File: src/rtl/edge_rasterizer_pkg.sv
// Shared types and constants for the triangle edge rasterizer.
// The triangle layout is [vertex][0=x,1=y][coordinate bits].
package edge_rasterizer_pkg;
  localparam int COORD_W      = 10;
  localparam int SCREEN_W_DEF = 640;
  localparam int SCREEN_H_DEF = 480;

  typedef logic [COORD_W-1:0]             coord_t;
  typedef logic [1:0][COORD_W-1:0]        vertex_t;
  typedef logic [2:0][1:0][COORD_W-1:0]   triangle_t;

  typedef enum logic [2:0] {
    IDLE      = 3'd0,
    FETCH     = 3'd1,
    LATCH     = 3'd2,
    EDGE_INIT = 3'd3,
    EDGE_RUN  = 3'd4,
    NEXT_EDGE = 3'd5,
    DONE      = 3'd6
  } state_t;
endpackage

File: src/rtl/edge_rasterizer_midpoint_line.sv
// Integer midpoint (Bresenham) stepper for one edge: init loads the endpoints,
// each step advances one pixel, last flags that the current point is the end.
module midpoint_line
  import edge_rasterizer_pkg::*;
(
  input  logic               i_clk,
  input  logic               i_rst,
  input  logic [COORD_W-1:0] i_x0,
  input  logic [COORD_W-1:0] i_y0,
  input  logic [COORD_W-1:0] i_x1,
  input  logic [COORD_W-1:0] i_y1,
  input  logic               i_init,
  input  logic               i_step,
  output logic [COORD_W-1:0] o_x,
  output logic [COORD_W-1:0] o_y,
  output logic               o_last
);
  logic [COORD_W-1:0] r_x, r_y, r_x1, r_y1, r_dx, r_dy;
  logic               r_sx_neg, r_sy_neg;
  logic signed [11:0] r_err;

  logic [COORD_W-1:0] w_dx, w_dy;
  logic signed [11:0] w_dx_s, w_dy_s, w_e2, w_err_next;
  logic               w_step_x, w_step_y;

  always_comb begin
    w_dx       = (i_x1 > i_x0) ? i_x1 - i_x0 : i_x0 - i_x1;
    w_dy       = (i_y1 > i_y0) ? i_y1 - i_y0 : i_y0 - i_y1;
    w_dx_s     = $signed({2'b00, r_dx});
    w_dy_s     = $signed({2'b00, r_dy});
    w_e2       = r_err <<< 1;
    // Both decisions use the pre-step error term, so a diagonal move updates err twice.
    w_step_x   = (w_e2 > -w_dy_s);
    w_step_y   = (w_e2 < w_dx_s);
    w_err_next = r_err - (w_step_x ? w_dy_s : 12'sd0) + (w_step_y ? w_dx_s : 12'sd0);
  end

  always_ff @(posedge i_clk or posedge i_rst) begin
    if (i_rst) begin
      r_x      <= '0;
      r_y      <= '0;
      r_x1     <= '0;
      r_y1     <= '0;
      r_dx     <= '0;
      r_dy     <= '0;
      r_sx_neg <= 1'b0;
      r_sy_neg <= 1'b0;
      r_err    <= '0;
    end else if (i_init) begin
      r_x      <= i_x0;
      r_y      <= i_y0;
      r_x1     <= i_x1;
      r_y1     <= i_y1;
      r_dx     <= w_dx;
      r_dy     <= w_dy;
      r_sx_neg <= !(i_x1 > i_x0);
      r_sy_neg <= !(i_y1 > i_y0);
      r_err    <= $signed({2'b00, w_dx}) - $signed({2'b00, w_dy});
    end else if (i_step) begin
      r_err <= w_err_next;
      if (w_step_x) r_x <= r_sx_neg ? r_x - 10'd1 : r_x + 10'd1;
      if (w_step_y) r_y <= r_sy_neg ? r_y - 10'd1 : r_y + 10'd1;
    end
  end

  assign o_x    = r_x;
  assign o_y    = r_y;
  assign o_last = (r_x == r_x1) && (r_y == r_y1);
endmodule

File: src/rtl/edge_rasterizer.sv
// Draws the three edges of every triangle queued in an external FIFO, one
// pixel per cycle, clipping pixels outside the visible screen.
module edge_rasterizer
  import edge_rasterizer_pkg::*;
#(
  parameter int SCREEN_W = SCREEN_W_DEF,
  parameter int SCREEN_H = SCREEN_H_DEF
)(
  input  logic                        Clk,
  input  logic                        Reset,
  input  logic                        draw_start,
  input  logic [2:0][1:0][COORD_W-1:0] triangle_data,
  input  logic                        fifo_empty,
  output logic                        fifo_r,
  output logic [COORD_W-1:0]          DrawX,
  output logic [COORD_W-1:0]          DrawY,
  output logic                        pixel_valid,
  output logic                        draw_done,
  output logic [2:0]                  o_dbg_state
);
  localparam logic [COORD_W:0] LIM_W = (COORD_W+1)'(SCREEN_W);
  localparam logic [COORD_W:0] LIM_H = (COORD_W+1)'(SCREEN_H);

  state_t             r_state, w_next_state;
  triangle_t          r_tri;
  logic [1:0]         r_edge_idx;
  vertex_t            w_start_v, w_end_v;
  logic [COORD_W-1:0] w_x, w_y;
  logic               w_last, w_init, w_step, w_on_screen;

  // FIFO pop: fifo_r pulses for one cycle in FETCH and the popped triangle is
  // expected on triangle_data during the following LATCH cycle.
  always_ff @(posedge Clk or posedge Reset) begin
    if (Reset) r_state <= IDLE;
    else       r_state <= w_next_state;
  end

  always_comb begin
    w_next_state = r_state;
    case (r_state)
      IDLE: begin
        if (draw_start) begin
          if (fifo_empty) w_next_state = DONE;
          else            w_next_state = FETCH;
        end
      end
      FETCH:     w_next_state = LATCH;
      LATCH:     w_next_state = EDGE_INIT;
      EDGE_INIT: w_next_state = EDGE_RUN;
      EDGE_RUN:  if (w_last) w_next_state = NEXT_EDGE;
      NEXT_EDGE: begin
        if (r_edge_idx < 2'd2) w_next_state = EDGE_INIT;
        else if (fifo_empty)   w_next_state = DONE;
        else                   w_next_state = FETCH;
      end
      DONE:      w_next_state = IDLE;
      default:   w_next_state = IDLE;
    endcase
  end

  always_comb begin
    fifo_r      = (r_state == FETCH);
    draw_done   = (r_state == DONE);
    pixel_valid = (r_state == EDGE_RUN) && w_on_screen;
    DrawX       = w_x;
    DrawY       = w_y;
    w_init      = (r_state == EDGE_INIT);
    w_step      = (r_state == EDGE_RUN) && !w_last;
    o_dbg_state = r_state;
  end

  always_ff @(posedge Clk or posedge Reset) begin
    if (Reset) begin
      r_tri      <= '0;
      r_edge_idx <= '0;
    end else if (r_state == LATCH) begin
      r_tri      <= triangle_data;
      r_edge_idx <= '0;
    end else if (r_state == NEXT_EDGE && r_edge_idx < 2'd2) begin
      r_edge_idx <= r_edge_idx + 2'd1;
    end
  end

  // Edge 2 closes the triangle back to vertex 0.
  always_comb begin
    w_start_v = r_tri[0];
    w_end_v   = r_tri[1];
    case (r_edge_idx)
      2'd1: begin w_start_v = r_tri[1]; w_end_v = r_tri[2]; end
      2'd2: begin w_start_v = r_tri[2]; w_end_v = r_tri[0]; end
      default: ;
    endcase
  end

  assign w_on_screen = ({1'b0, w_x} < LIM_W) && ({1'b0, w_y} < LIM_H);

  midpoint_line u_line (
    .i_clk  (Clk),
    .i_rst  (Reset),
    .i_x0   (w_start_v[0]),
    .i_y0   (w_start_v[1]),
    .i_x1   (w_end_v[0]),
    .i_y1   (w_end_v[1]),
    .i_init (w_init),
    .i_step (w_step),
    .o_x    (w_x),
    .o_y    (w_y),
    .o_last (w_last)
  );
endmodule

File: config.mk
export PLATFORM = sky130hd
export DESIGN_NAME = edge_rasterizer
export DESIGN_NICKNAME = d
export VERILOG_FILES = /design/src/rtl/edge_rasterizer_pkg.sv /design/src/rtl/edge_rasterizer_midpoint_line.sv /design/src/rtl/edge_rasterizer.sv
export SDC_FILE = /design/constraint.sdc
export NUM_CORES = 1
export LEC_CHECK = 0
export ABC_AREA = 1
export BUFFER_PORTS_ARGS = -buffer_cell sky130_fd_sc_hd__buf_4
export CAP_MARGIN = 20
export CORE_MARGIN = 2
export CORE_UTILIZATION = 39
export DETAILED_ROUTE_END_ITERATION = 12
export GPL_TIMING_DRIVEN = 0
export PLACE_DENSITY = 0.54
export SLEW_MARGIN = 15
export SYNTH_ARGS = -nofsm -noshare
export SYNTH_HDL_FRONTEND = slang
export SYNTH_SLANG_ARGS = --single-unit
File: constraint.sdc
create_clock -name Clk -period 9.4 [get_ports Clk]
set_input_delay 1.88 -clock Clk [delete_from_list [all_inputs] [get_ports Clk]]
set_output_delay 1.88 -clock Clk [all_outputs]
set_load 0.05 [all_outputs]
==> results of run 1 <==
## worst reg2reg max path, delay by kind of cell, from the launching register on
kind / cells / cell delay, ns
buf+inv: 6 / 0.86
fa+ha+maj: 3 / 1.27
flops: 1 / 0.40
compound gates: 2 / 1.00
simple gates: 19 / 1.55
## flip-flops by register name, summed over array words and instances, names as in the netlist
register	count
r_tri	60
u_line.r_err	11
u_line.o_x	10
u_line.o_y	10
u_line.r_dx	10
u_line.r_dy	10
u_line.r_x1	10
u_line.r_y1	10
o_dbg_state	3
r_edge_idx	2
u_line.r_sx_neg	1
u_line.r_sy_neg	1
## cells in the final DEF (no fill, tap or decap), types with 9 or more instances in the layout
master,netlist,layout
ha_1,97,97
inv_2,10,10
a221o_1,14,14
o21ai_0,123,123
buf_4,4,93
nand3_2,11,11
clkbuf_1,22,23
inv_1,236,235
xnor2_1,11,11
o21ai_2,9,9
a21oi_1,59,59
buf_2,22,22
clkbuf_16,0,17
o21ai_1,13,13
nand3_1,104,104
nor2_1,102,102
fa_1,17,17
nand2_1,640,640
xor2_1,33,33
nand4_1,21,21
dfrtp_1,138,138
## per-layer routing
layer  global-route usage [%]  vias up  wire [um]  part of all wire, %
li1                         -     5814          -                    -
met1                     34.7     5212      18400                   48
met2                     41.1      270      17500                   46
met3                     2.94       50       1510                  3.9
met4                     8.40        0       1020                  2.7
met5                        0        -          0                    0
## cell families (layout without fill, tap and decap cells)
group,count (synthesis),after routing,share of synthesized area (%)
compound gates,252,252,12.3
buf+inv,306,428,10.5
simple gates,907,907,31.6
xor+xnor,44,44,3.26
flops,138,138,29.2
fa+ha+maj,114,114,13.2
## final timing paths
kind                       cells after the start          endpoint
max                                           30  u_line.r_err[10]
max reg2reg                                   30  u_line.r_err[10]
min reg2reg                                    2         r_tri[37]
min in group asynchronous                      2         r_tri[34]
max in group asynchronous                      3    u_line.r_x1[9]
min                                            2         r_tri[37]
## layout make-up
cell class,instances,area [um2]
sequential,138,3450
timing repair buffer,90,696
inverter,246,931
clock buffer,18,429
fill,3127,16100
buffer,60,319
clock inverter,14,163
multi-input combinational,1317,7120
tap,390,488
## stage by stage
| step | utilization (%) | setup WS [ns] | hold WS (ns) | std cells | instance area (um2) |
|---|---|---|---|---|---|
| 2_1_floorplan | - | 3.82 | 0.458 | 1761 | 11800 |
| 3_3_place_gp | 43.7 | 1.81 | 0.477 | 2240 | 13000 |
| 3_5_place_dp | 43.8 | 4.26 | 0.484 | 2241 | 13000 |
| 4_1_cts | 45.8 | 4.23 | 0.502 | 2273 | 13600 |
| 5_1_grt | 45.8 | 3.85 | 0.523 | 2273 | 13600 |
| 6_report | 45.8 | 4.24 | 0.504 | 2273 | 13600 |
==> flow_summary_export.csv, run 1 <==
group,metric,value,unit
status,outcome,"finished clean",
critical_path,cp_max_fo,10,
synth,synth_cell_types,45,
sta,slew_headroom,23.1,%
drt,drt_first_pass_iters,7,
clock_network,cts_resized,0,
synth,synth_nets,1939,
floorplanning,fp-row-count,63,
critical_path,r2r_setup_slack,4.24,ns
clock_network,cts_max_path_buffers,2,
global_route,grtUsageTotal,25.2,%
finish,num_antenna_cells,0,
clock_network,clkTransAtPathRegs,0.07,ns
synth,yosysTopAreaCell,"dfrtp_1",
drt,detailroute.via_count,11346,
clock_network,hold_buffers,0,
worst_hold_path,min_from,"r_tri[37]",
synth,syn_area,0.0118,mm2
finish,drive_gt1_share,10.8,%
critical_path,crit_top_cell,"nand2_1",
global_route,grt_overflow,0,
synth,synth-seq-cells,138,
clock_network,clkLatencyLatePin,0.44,ns
synth,synthCells,1761,
synth,synth-main-ff-cell,"dfrtp_1",
drt,avgViaCountPerCell,4.99,
critical_path,cp.arrival,5.54,ns
sta,tns,0,ns
drt,routedWlPerCell,16.9,um
drt,drc,0,
critical_path,setup.worst_path.start,"r_edge_idx[0]",
critical_path,cp-start-kind,"register",
global_route,grt_pass1_vias,10920,
sta,max_freq,194,MHz
floorplanning,core,0.0297,mm2
critical_path,critPathBufInv,6,
synth,ys.warnings.count,0,
critical_path,required,9.78,ns
global_route,grt_first_pass_wirelength,60500,um
floorplanning,io_pins,90,
critical_path,critPathCaptureType,"register",
placed_design,numPortBuffers,89,
clock_network,cts_setup_buffers,0,
synth,ys_async_sr_fraction,100,%
critical_path,cp_slowest_cell,"o21ai_0",
drt,ant_nets,0,
critical_path,max_stage_delay,0.84,ns
sta,grt_setup_unrepaired,"false",
placed_design,finalWeightedCongestion,0.964,
global_route,antenna_found_initial,0,
clock_network,cts_tree,"done",
sta,slew_violations,0,
floorplanning,initial_core_util,39.8,%
sta,timing.final.hold_violations,0,
synth,synth.most_common_cell,"nand2_1",
drt,wl,38500,um
finish,area_delta_synth_final,15.1,%
sta,finalSetupViolCount,0,
synth,netlist_top_cells_count,"nand2_1 (640), inv_1 (236), dfrtp_1 (138)",
clock_network,cts-htree-levels,4,
floorplanning,fp.dieH,178,um
synth,yosysTopAreaCellShare,29.2,%
clock_network,root_buffer,"clkbuf_16",
drt,drt_iter0_drc,783,
placed_design,dpl.hpwl,30900,um
sta,finClkSkew,0.0126,ns
synth,synth_edf_count,0,
job,max_cap_violations,0,
synth,avgSynthCellArea,6.71,um2
worst_hold_path,hp-class,"reg -> reg",
critical_path,critPathKind,"reg -> reg",
sta,worst_pin_slew,1.14,ns
floorplanning,die_w,178,um
critical_path,cp_top_family,"simple AND/OR/NAND/NOR gates",
sta,fin_crit_sh,54.9,%
finish,final_nets,2048,
sta,min_period,5.16,ns
clock_network,cts_made_buffers,17,
critical_path,r2r-start,"r_edge_idx[0]",
floorplanning,die-area,0.0317,mm2
synth,synth.area.top_cells,"dfrtp_1 (29%), nand2_1 (20%), ha_1 (10%)",
global_route,grt_max_degree,72,
synth,ys_seq_area_share,29.2,%
clock_network,clock-sinks,138,
Power of run 1 is left out: the tool's default activity adds up to more than one toggle a clock period on the data nets, which glitch-free logic cannot reach.
==> inputs of run 2 (changes only) <==
ABC_AREA = 0   (was 1)
clock period = 4.8 ns   (was 9.4 ns; I/O delays follow)
==> run 2 against run 1 <==
Compared with the run above:
- the run now ends with setup timing left
- clock-buffer cell count unchanged
- clock skew is 0.0020 ns higher
- wire length shrank 14%
- largest cell class unchanged
- highest routed layer unchanged
==> flow_summary_export.csv, run 2 <==
group,metric,value,unit
status,violations,"setup timing",
floorplanning,die_w,170,um
global_route,grt_overflow,0,
synth,synth.most_common_cell,"dfrtp_1",
global_route,grtUsageTotal,23.5,%
clock_network,root_buffer,"clkbuf_16",
synth,synthCells,1187,
clock_network,clock-sinks,138,
synth,synth_edf_count,0,
critical_path,cp-endpoint,"u_line.r_err[9]",
clock_network,clkTransAtPathRegs,0.07,ns
synth,yosysTopAreaCell,"dfrtp_1",
finish,area_delta_synth_final,30.6,%
critical_path,setup.worst_path.start,"u_line.r_dy[2]",
synth,avgSynthCellArea,9.01,um2
sta,slew_violations,0,
placed_design,finalWeightedCongestion,0.891,
critical_path,regToRegEndpoint,"u_line.r_err[9]",
finish,final_nets,1529,
global_route,antenna_found_initial,0,
critical_path,cp-start-kind,"register",
sta,tns,-0.620,ns
sta,finClkSkew,0.0145,ns
worst_hold_path,hp-class,"in -> async",
floorplanning,core,0.0270,mm2
synth,netlist_top_cells_count,"dfrtp_1 (138), nand2_1 (119), inv_1 (103)",
finish,drive_gt1_share,29.6,%
critical_path,critPathKind,"reg -> reg",
drt,wl,32900,um
critical_path,cp_slowest_cell,"or4_4",
clock_network,clkLatencyLatePin,0.43,ns
critical_path,r2r-start,"u_line.r_dy[2]",
critical_path,cp_cell_sequence,"or4_4, nor2_4, nand2_4, nor3_4, xor2_1, ha_1, nand4_1, a211oi_2, nor4_4, nand2b_4, nor2_4, and2_4, fa_1, inv_2, ha_4, a21o_1, a21o_1, a2111oi_4, o31ai_2, xnor2_1, o21ai_1, a21boi_2",
sta,fin_hold_ws,0.484,ns
status,outcome,"complete, but fails checks",
sta,finalSetupViolCount,4,
synth,ys.warnings.count,0,
sta,worst_pin_slew,0.721,ns
placed_design,dpl.hpwl,25000,um
job,max_cap_violations,0,
floorplanning,fp-row-count,60,
finish,layout_common_cells,"buf_4 (147), dfrtp_1 (135), nand2_1 (117)",
synth,syn_area,0.0107,mm2
sta,grt_setup_unrepaired,"true",
drt,ant_nets,0,
finish,largest_register_ffs,60,
synth,yosysTopAreaCellShare,32.3,%
critical_path,max_stage_delay,0.55,ns
synth,synth.area.top_cells,"dfrtp_1 (32%), ha_1 (11%), mux2_2 (7.3%)",
clock_network,cts_max_path_buffers,2,
finish,num_antenna_cells,0,
sta,max_freq,200,MHz
drt,routedWlPerCell,19.3,um
global_route,grt_first_pass_wirelength,52400,um
floorplanning,die-area,0.0288,mm2
global_route,grt_max_degree,102,
floorplanning,fp.dieH,170,um
finish,reg.largest.list,"r_tri: 60 flops, u_line.r_err: 11 flops",
finish,max_flop_register,"r_tri",
synth,ys_seq_area_share,32.3,%
synth,ys_async_sr_fraction,100,%
drt,detailroute.via_count,9373,
global_route,grt_pass1_vias,9331,
placed_design,numPortBuffers,89,
critical_path,r2r_setup_slack,-0.20,ns
critical_path,cp_max_fo,8,
drt,drt_first_pass_iters,5,
synth,synth-seq-cells,138,
clock_network,hold_buffers,0,
synth,synth_nets,1365,
critical_path,required,5.09,ns
critical_path,critPathCaptureType,"register",
sta,slew_headroom,50.7,%
sta,final.setup.worst_slack,-0.203,ns
sta,fin_crit_sh,104,%
clock_network,cts-htree-levels,4,
finish,mostFrequentLayoutCell,"buf_4",
sta,min_period,5.00,ns
sta,timing.final.hold_violations,0,
clock_network,cts_made_buffers,17,
floorplanning,io_pins,90,
synth,synth_cell_types,69,
floorplanning,initial_core_util,39.7,%
synth,synth-main-ff-cell,"dfrtp_1",
critical_path,cp.arrival,5.30,ns
critical_path,r2r_cells,22,
drt,drt_iter0_drc,594,
clock_network,cts_tree,"done",
drt,avgViaCountPerCell,5.50,
drt,drc,0,
## run 2: stage by stage
step	setup WS (ns)	cell area [um2]	cells	util, %
floorplan	-0.00628	10800	1187	-
global placement	-1.73	11900	1617	44.2
detailed placement	-1.36	12000	1618	44.4
CTS	-0.216	13700	1695	50.9
global route	-0.479	14000	1705	51.8
finish	-0.203	14000	1705	51.8
## run 2: worst min-delay path by stage
stage / from / endpoint / slack, ns / cells after the start
after CTS: Reset / r_tri[7] / 0.50 / 2
after global routing: Reset / r_tri[7] / 0.51 / 2
final: Reset / r_tri[7] / 0.48 / 2
after floorplan: u_line.r_dx[0] / u_line.r_dx[0] / 0.46 / 2
after global placement: u_line.r_x1[5] / u_line.r_x1[5] / 0.49 / 2
after detailed placement: u_line.r_x1[5] / u_line.r_x1[5] / 0.49 / 2
## run 2: cell type report
class,count,area [um2]
plain buffers,52,392
flip-flops and latches,138,3460
inverters,103,394
well taps,341,427
clock inverters,14,210
repair buffers,147,1130
clock buffers,18,429
multi-input cells,892,7520
fillers,2476,13000
## run 2: kinds of logic after synthesis
| logic type | synth area share (%) |
|---|---|
| buffers and inverters | 5.69 |
| adders and majority gates | 14.5 |
| muxes | 9.74 |
| and+or+nand+nor | 12.5 |
| DFF | 32.3 |
| AOI/OAI and AO/OA | 18.9 |
| xor gates and xnor gates | 6.31 |
## run 2: worst max-delay path, delay by kind of cell (launching register included)
kind,cells,cell delay [ns]
flip-flops,1,0.41
XOR/XNOR,2,0.39
AO/OA/AOI/OAI,7,1.21
AND/OR/NAND/NOR,9,1.77
buffers and inverters,1,0.05
adder cells (fa/ha/maj),3,1.05
## run 2: what timing repair did
item	in CTS	in global routing
hold endpoints to repair	0	0
gates resized for setup	195	32
pin swaps	55	31
buffers inserted	47	12
endpoints found under the setup margin	10	8
## run 2: routing by layer
metal	global-route usage, %	vias up	share of wire [%]
li1	-	4514	-
met1	34.3	4585	50
met2	36.5	237	44
met3	2.71	37	3.9
met4	6.99	0	1.9
met5	0	-	0
Power of run 2 is left out for the same reason.
